**src/rtl/fetch_ctrl_pkg.sv**
```systemverilog
// Shared types for the fetch redirect controller: FSM states, PC source tags
// and the default PC width.
package fetch_ctrl_pkg;
  localparam int WIDTH_DEF = 31;
  localparam int PC_W      = WIDTH_DEF + 1;

  typedef enum logic [1:0] {RUN, HOLD, RECOVER} fetch_state_t;
  typedef enum logic [2:0] {SRC_COMMIT, SRC_PENDING, SRC_DECODE, SRC_BTB, SRC_SEQ} pc_src_t;

  function automatic logic is_decode_src(pc_src_t s);
    return (s == SRC_PENDING) || (s == SRC_DECODE);
  endfunction
endpackage

```
**src/rtl/pc_source_mux.sv**
```systemverilog
// Fixed-priority next-PC selector: commit > pending > decode > BTB > PC+1.
module pc_source_mux
  import fetch_ctrl_pkg::*;
#(
  parameter int PC_W = fetch_ctrl_pkg::PC_W
) (
  input  logic            commit_vld,
  input  logic            pend_vld,
  input  logic            dec_vld,
  input  logic            btb_vld,
  input  logic [PC_W-1:0] commit_pc,
  input  logic [PC_W-1:0] pend_pc,
  input  logic [PC_W-1:0] dec_pc,
  input  logic [PC_W-1:0] btb_pc,
  input  logic [PC_W-1:0] cur_pc,
  output pc_src_t         src,
  output logic [PC_W-1:0] next_pc
);
  always_comb begin
    src     = SRC_SEQ;
    next_pc = cur_pc + PC_W'(1);
    if (commit_vld) begin
      src     = SRC_COMMIT;
      next_pc = commit_pc;
    end else if (pend_vld) begin
      src     = SRC_PENDING;
      next_pc = pend_pc;
    end else if (dec_vld) begin
      src     = SRC_DECODE;
      next_pc = dec_pc;
    end else if (btb_vld) begin
      src     = SRC_BTB;
      next_pc = btb_pc;
    end
  end
endmodule

```
**src/rtl/fetch_redirect_controller.sv**
```systemverilog
// Front-end fetch PC owner: redirect arbitration, freeze hold with pending
// decode redirect, post-commit recovery window. REDIRECT_STATS_EN adds counters.
module fetch_redirect_controller
  import fetch_ctrl_pkg::*;
#(
  parameter int             WIDTH          = 31,
  parameter logic [WIDTH:0] RESET_PC       = '0,
  parameter int             RECOVER_CYCLES = 2,
  parameter int             STAT_W         = 16
) (
  input  logic              clk,
  input  logic              globalReset,
  input  logic              freeze,
  input  logic              commitRedirect,
  input  logic [WIDTH:0]    targetAddress,
  input  logic              earlyMisdirect,
  input  logic [WIDTH:0]    validAddress,
  input  logic              predictorHit,
  input  logic [WIDTH:0]    predictedPC,
  output logic [WIDTH:0]    fetchPC,
  output logic              fetchValid,
  output logic              redirect,
  output logic              flushFrontend,
  output logic              pendingRedirect,
  output logic [STAT_W-1:0] commitRedirectCount,
  output logic [STAT_W-1:0] decodeRedirectCount,
  output logic [STAT_W-1:0] freezeCycleCount
);
  localparam int PCW   = WIDTH + 1;
  localparam int CNT_W = (RECOVER_CYCLES > 1) ? $clog2(RECOVER_CYCLES) : 1;

  fetch_state_t   state, state_nxt;
  logic [CNT_W-1:0] rcnt, rcnt_nxt;
  logic           pend_vld_nxt;
  logic [PCW-1:0] pend_pc, pend_pc_nxt, pc_nxt, mux_pc;
  logic           redirect_nxt, sel_en;
  pc_src_t        src;

  // Only commit may move the PC while frozen or recovering.
  assign sel_en = (state != RECOVER) && !freeze;

  pc_source_mux #(.PC_W(PCW)) u_mux (
    .commit_vld (commitRedirect),
    .pend_vld   (sel_en && pendingRedirect),
    .dec_vld    (sel_en && earlyMisdirect),
    .btb_vld    (sel_en && predictorHit),
    .commit_pc  (targetAddress),
    .pend_pc    (pend_pc),
    .dec_pc     (validAddress),
    .btb_pc     (predictedPC),
    .cur_pc     (fetchPC),
    .src        (src),
    .next_pc    (mux_pc)
  );

  always_comb begin
    state_nxt    = state;
    rcnt_nxt     = rcnt;
    pend_vld_nxt = pendingRedirect;
    pend_pc_nxt  = pend_pc;
    pc_nxt       = fetchPC;
    redirect_nxt = 1'b0;
    if (commitRedirect) begin
      pc_nxt       = mux_pc;
      pend_vld_nxt = 1'b0;
      if (RECOVER_CYCLES > 0) begin
        state_nxt = RECOVER;
        rcnt_nxt  = CNT_W'(RECOVER_CYCLES - 1);
      end else begin
        state_nxt = RUN;
      end
    end else begin
      case (state)
        RECOVER: begin
          if (rcnt == '0) state_nxt = RUN;
          else            rcnt_nxt  = rcnt - CNT_W'(1);
        end
        default: begin
          if (freeze) begin
            state_nxt = HOLD;
            if (earlyMisdirect) begin
              pend_vld_nxt = 1'b1;
              pend_pc_nxt  = validAddress;
            end
          end else begin
            state_nxt    = RUN;
            pc_nxt       = mux_pc;
            redirect_nxt = (src == SRC_BTB);
            if (src == SRC_PENDING) pend_vld_nxt = 1'b0;
          end
        end
      endcase
    end
  end

  always_ff @(posedge clk or posedge globalReset) begin
    if (globalReset) begin
      state           <= RUN;
      rcnt            <= '0;
      fetchPC         <= RESET_PC;
      fetchValid      <= 1'b1;
      redirect        <= 1'b0;
      flushFrontend   <= 1'b0;
      pendingRedirect <= 1'b0;
      pend_pc         <= '0;
    end else begin
      state           <= state_nxt;
      rcnt            <= rcnt_nxt;
      fetchPC         <= pc_nxt;
      fetchValid      <= (state_nxt != RECOVER);
      redirect        <= redirect_nxt;
      flushFrontend   <= commitRedirect;
      pendingRedirect <= pend_vld_nxt;
      pend_pc         <= pend_pc_nxt;
    end
  end

`ifdef REDIRECT_STATS_EN
  logic [STAT_W-1:0] ccnt, dcnt, fcnt;
  logic              dec_applied;

  assign dec_applied = !commitRedirect && sel_en && is_decode_src(src);

  // Saturating event counters.
  always_ff @(posedge clk or posedge globalReset) begin
    if (globalReset) begin
      ccnt <= '0;
      dcnt <= '0;
      fcnt <= '0;
    end else begin
      if (commitRedirect && (ccnt != '1)) ccnt <= ccnt + STAT_W'(1);
      if (dec_applied && (dcnt != '1))    dcnt <= dcnt + STAT_W'(1);
      if ((state == HOLD) && (fcnt != '1)) fcnt <= fcnt + STAT_W'(1);
    end
  end

  assign commitRedirectCount = ccnt;
  assign decodeRedirectCount = dcnt;
  assign freezeCycleCount    = fcnt;
`else
  assign commitRedirectCount = '0;
  assign decodeRedirectCount = '0;
  assign freezeCycleCount    = '0;
`endif
endmodule

```
**config.mk**
```make
export PLATFORM = sky130hd
export DESIGN_NAME = fetch_redirect_controller
export DESIGN_NICKNAME = d
export VERILOG_FILES = /design/src/rtl/fetch_ctrl_pkg.sv /design/src/rtl/pc_source_mux.sv /design/src/rtl/fetch_redirect_controller.sv
export SDC_FILE = /design/constraint.sdc
export NUM_CORES = 1
export LEC_CHECK = 0
export BUFFER_PORTS_ARGS = -buffer_cell sky130_fd_sc_hd__buf_4
export CAP_MARGIN = 10
export CORE_MARGIN = 2
export CORE_UTILIZATION = 35
export DETAILED_ROUTE_END_ITERATION = 10
export GPL_TIMING_DRIVEN = 0
export SYNTH_ARGS = -nofsm -noshare
export SYNTH_HDL_FRONTEND = slang
export SYNTH_SLANG_ARGS = --single-unit
```
**constraint.sdc**
```tcl
create_clock -name clk -period 3 [get_ports clk]
set_input_delay 0.15 -clock clk [delete_from_list [all_inputs] [get_ports clk]]
set_output_delay 0.15 -clock clk [all_outputs]
set_load 0.005 [all_outputs]
```
; Word level (Yosys, flattened, before mapping)
; Cells that the tools add are included.
[totals]
reg_bits = 71
input_bits = 102
out_inout_bits = 84
elab_cells = 56
[classes]
n_addsub = 2
eq_ne = 8
mux = 26
n_bitwise = 2
n_reduce_logical = 10
[ops]
columns = operator, count
row1 = $mux 32, 7
row2 = $add 32x1->32 const B, 1
row3 = $mux 1, 12
row4 = $mux 3, 4
row5 = $mux 2, 3
row6 = $ne 2x2->1 const B, 3
row7 = $logic_and 1x1->1, 4
row8 = $reduce_and 4->1, 1
row9 = $eq 3x1->1 const B, 1
row10 = $eq 3x2->1 const B, 1
row11 = $ne 3x1->1 const B, 1
row12 = $reduce_and 3->1, 1
row13 = $reduce_bool 3->1, 1
row14 = $eq 2x2->1 const B, 1
row15 = $ne 2x1->1 const B, 1
row16 = $not 1->1, 2
row17 = $reduce_and 2->1, 1
row18 = $reduce_bool 2->1, 1
row19 = $logic_not 1->1, 1
row20 = $sub 1x1->1 const B, 1

; Depth between registers and ports, before layout
[depth]
depth_word = 12
mapped_depth = 7
mapped_depth_nobuf = 6

; Hierarchy
; A second synthesis with hierarchy kept.
[hier_totals]
cells_unflattened = 513
area_unflattened_um2 = 5059.9
[by_module_without_submodules]
columns = mod, instances, cells_per_inst, area_per_inst_um2, seq_area_each_um2
row1 = fetch_redirect_controller, 1, 212, 3206.8, 1778.0
row2 = pc_source_mux, 1, 301, 1853.0, 0.0

; Least setup slack after synthesis
; OpenSTA, ideal clock, no wires.
[synth_path]
kind = flip-flop to flip-flop
startpoint = reg fetchPC[0]
endpoint = reg fetchPC[24]
arrival_time_ps = 1582
setup_slack_ps = 1297
path_stages_with_launch = 7
path_buffers = 0
cell_sequence = dfrtp_1 -> ha_1 -> nand3_1 -> nor3_4 -> nand4_1 -> xnor2_1 -> a41o_1
[synth_between]
elab_chain_cells = 8
[synth_rtl]
columns = element, line_no
row1 = from (decl), fetch_redirect_controller.sv:20  ; output logic [WIDTH:0] fetchPC,
row2 = from (signal assigned), fetch_redirect_controller.sv:109  ; fetchPC <= pc_nxt;
row3 = $add 32x1->32 *, pc_source_mux.sv:21  ; next_pc = cur_pc + PC_W'(1);
row4 = $mux 32 *, pc_source_mux.sv:31  ; end else if (btb_vld) begin
row5 = $mux 32 *, pc_source_mux.sv:28  ; end else if (dec_vld) begin
row6 = $mux 32 *, pc_source_mux.sv:25  ; end else if (pend_vld) begin
row7 = $mux 32 *, pc_source_mux.sv:22  ; if (commit_vld) begin
row8 = $mux 32, fetch_redirect_controller.sv:79  ; if (freeze) begin
row9 = $mux 32, fetch_redirect_controller.sv:73  ; case (state)
row10 = $mux 32 *, fetch_redirect_controller.sv:63  ; if (commitRedirect) begin
; Every way passes the cells marked *; elsewhere a longest branch is shown, timed or not. The select of a mux whose other input is x is not followed.
; A chain may end at the register's enable or synchronous reset.

; Final worst setup path
[layout_path]
startpoint = reg fetchPC[0]
endpoint = reg fetchPC[18]
; The elaborated chain is that of the path after synthesis.

==> summary.md <==
| Metric | Value |
|---|---|
| Tmin final | roughly 2200 ps |
| Post-synthesis sequential area ratio | 36.1% |
| Grt ovf | 0 |
| Clock-pin slew on the worst setup and hold paths | 60 ps |
| Relative slew slack | 51.5% |
| Clock Skews | around 8 ps |
| Share of layout cells above drive strength 1 | between 30% and 40% |
| Synth Warn # | 0 |
| Max Fclk | roughly 460 MHz |
| Crit path launch type | register |
| Fill cells | ~1.3k |
| Die Wd | 123 um |
| Setup Viol. Count Final | 0 |
| Wire per inst | 19.4 um |
| Area Growth Syn to Fin | 35.3% |
| Vias per inst | about 5.3 |
| Synth unique cells | slightly below 60 |
| Core Area | 0.0138 mm^2 |
| Critical-path cell list | ha_1, nand3_1, nor3_4, nand3_1, xor2_1, o32ai_1 |
| First-pass GRT wire length | 26.9 mm |
| R2R Path End | fetchPC[18] |
| Cells after synthesis | 534 |
| Final Max Slew Viols | 0 |
| # nets final | 833 |
| Post-cts resize count | 0 |
| Peak supply drop | about 220 uV |
| Largest net degree at the start of global routing | 49 |
| I/O pin count | 186 |
| Most frequent cells in the layout | buf_4, dfrtp_1, conb_1, nand2_1, a21oi_1 |
| Pwr Density | 484 mW/mm^2 |
| GP Congestion | 0.885 |
| Die height | 123 um |
| CTS buffer count | 9 |
| Status | finished clean |
| Min-delay src | commitRedirect |
| Vias | 4841 |
| Initial antenna violation count | 0 |
| DP HPWL | 13.2 mm |
| Worst Hold End | flushFrontend |
| Vias in the first global route | 4803 |
| H-tree Lvls | 3 |
| Hold Violations, Final | 0 |
| Final Core Density | 48.2% |
| R2r worst-path depth | 6 |
| WL met3 | around 1.6 mm |
| First-iteration detailed-routing DRC count | between 400 and 500 |
| Drt pass-1 iters | 5 |
| Antenna Nets Post-Route | 0 |
| Root Driver | clkbuf_16 |
| Longest Clk Path Bufs | 2 |
| Met1 wire length | approximately 7.7 mm |
| HP Class | input pin to register |
| Total Routing Usage GR | 24.0% |
| Port bufs | 136 |
| Post-synth ARST share | 100% |
| CP dominant cell by count | nand3_1 |
| Worst setup EP type | register |
| Most common cell after layout, fill and taps aside | buf_4 |
| Final instance area | 0.00666 mm^2 |
| Setup_tns | 0 ps |
| Reg2reg start | fetchPC[0] |
| Maximum Capacitance Violations | 0 |
| FP Rows | 43 |
| Slowest-stage cell, CP | dfrtp_1 |
| Mapped Area | 0.00492 mm^2 |
| Die area | 0.0150 mm^2 |
| Arrival @ worst endpoint | 2410 ps |
| Clk sinks | 71 |
| Actual slew at the worst max-slew pin | 727 ps |
| Number of synthesized flops with an enable pin | 0 |
| DR WL met2 | 8.02 mm |
| WL final | 17.8 mm |
| LEAKAGE | 0.00303 uW |
| Yosys reg bits | 71 |
| Worst Path Max Fanout | 9 |
| WHS Path Cells | 1 |
| Syn avg cell area | slightly above 9 um^2 |
| Clk_lat worst skew | 340 ps |
| Required time worst endpoint | 3230 ps |
| Initial core utilization | 35.6% |
| DRC | 0 |
| Area post-placement | 0.00638 mm^2 |
| Max incr delay on CP | slightly below 500 ps |
| Worst Path Class, Setup | register to register |
| R2r setup slk | just over 800 ps |
| CTS tree | yes |
| Max Used Layer | met4 |
| RSZ-0062 raised after global routing | false |
| # diodes | 0 |
| Synth Flop Type | dfrtp_1 |
| Final cycle utilization of the critical path | 72.7% |
## through the flow
step	hold WS [ps]	std cells	power, uW	worst slack (ps)
after floorplan	181	581	1820	1060
after global placement	359	897	2180	-71.3
after detailed placement	160	898	2210	887
after CTS	12.3	915	3230	850
after global routing	14.7	915	3380	664
final	18.5	915	3220	820
## kinds of logic (layout without fill, tap and decap cells)
family,Yosys count,after routing,share of synthesized area (%)
xor gates and xnor gates,29,29,5.16
buffers and inverters,92,246,11.7
and+or+nand+nor,152,152,17.4
adders and majority gates,1,1,0.254
DFF,71,71,36.1
other,1,48,0.0762
muxes,32,32,7.32
AOI/OAI and AO/OA,156,156,22.0
## metal layers
layer	up-vias	global-route usage, %
met1	2300	32.7
met3	34	4.32
li1	2251	-
met5	-	0
met4	0	9.77
met2	256	37.7
## flip-flops by register name, summed over array words and instances (netlist names)
name and count:
rcnt 1, pend_pc 32, pendingRedirect 1, fetchPC 32, state 2, fetchValid 1
redirect 1, flushFrontend 1
## cell usage after synthesis, types with 9 or more instances
master     number  share of area, %
nor3_1          9              0.91
buf_2          15               1.5
nor2b_1        20               2.5
a22oi_1        12               1.8
nand2_1        43               3.3
nor2_1         19               1.4
nand2b_1       13               1.7
nand3_1        16               1.6
a21oi_1        34               3.5
a221oi_1       12               2.1
nand4_1        10               1.3
dfrtp_1        70                36
o21ai_0        33               3.4
buf_4          48               7.3
clkbuf_1       15               1.1
xnor2_1        13               2.3
mux2_2         32               7.3
a2bb2oi_1      13               2.3
xor2_1         16               2.8
## power breakdown
part / switching (uW) / total [uW] / internal (uW)
sequential: 162 / 1310 / 1150
combinational: 411 / 897 / 486
clock: 414 / 1010 / 599
## what timing repair did
item	4_1_cts	5_1_grt
endpoints found under the hold margin	22	0
buffers inserted	0	0
hold buffers	1	0
## area by class of cell
| cell class | instances | area [um^2] | area share, % |
|---|---|---|---|
| buffer | 86 | 552 | 8.28 |
| timing repair buffer | 138 | 1060 | 15.9 |
| clock inverter | 4 | 20.0 | 0.300 |
| inverter | 6 | 25.0 | 0.376 |
| clock buffer | 12 | 256 | 3.85 |
| tap | 180 | 225 | 3.38 |
| sequential | 71 | 1780 | 26.7 |
| multi-input combinational | 418 | 2750 | 41.2 |
## worst max-delay path by stage
stage | startpoint | endpoint | slack, ps | cells past startpoint
after floorplan | globalReset | fetchPC[0] | 1060 | 1
after global placement | globalReset | fetchPC[14] | -70 | 2
after detailed placement | fetchPC[0] | fetchPC[24] | 890 | 6
after CTS | fetchPC[0] | fetchPC[14] | 850 | 6
after global routing | fetchPC[0] | fetchPC[14] | 660 | 6
final | fetchPC[0] | fetchPC[18] | 820 | 6
## critical path, delay by kind of cell, from the launching register on
family	cells	cell delay (ps)
AO/OA/AOI/OAI	1	270
XOR/XNOR	1	160
AND/OR/NAND/NOR	3	840
flip-flops	1	490
adder cells (fa/ha/maj)	1	310
(Power assumes the default switching activity.)
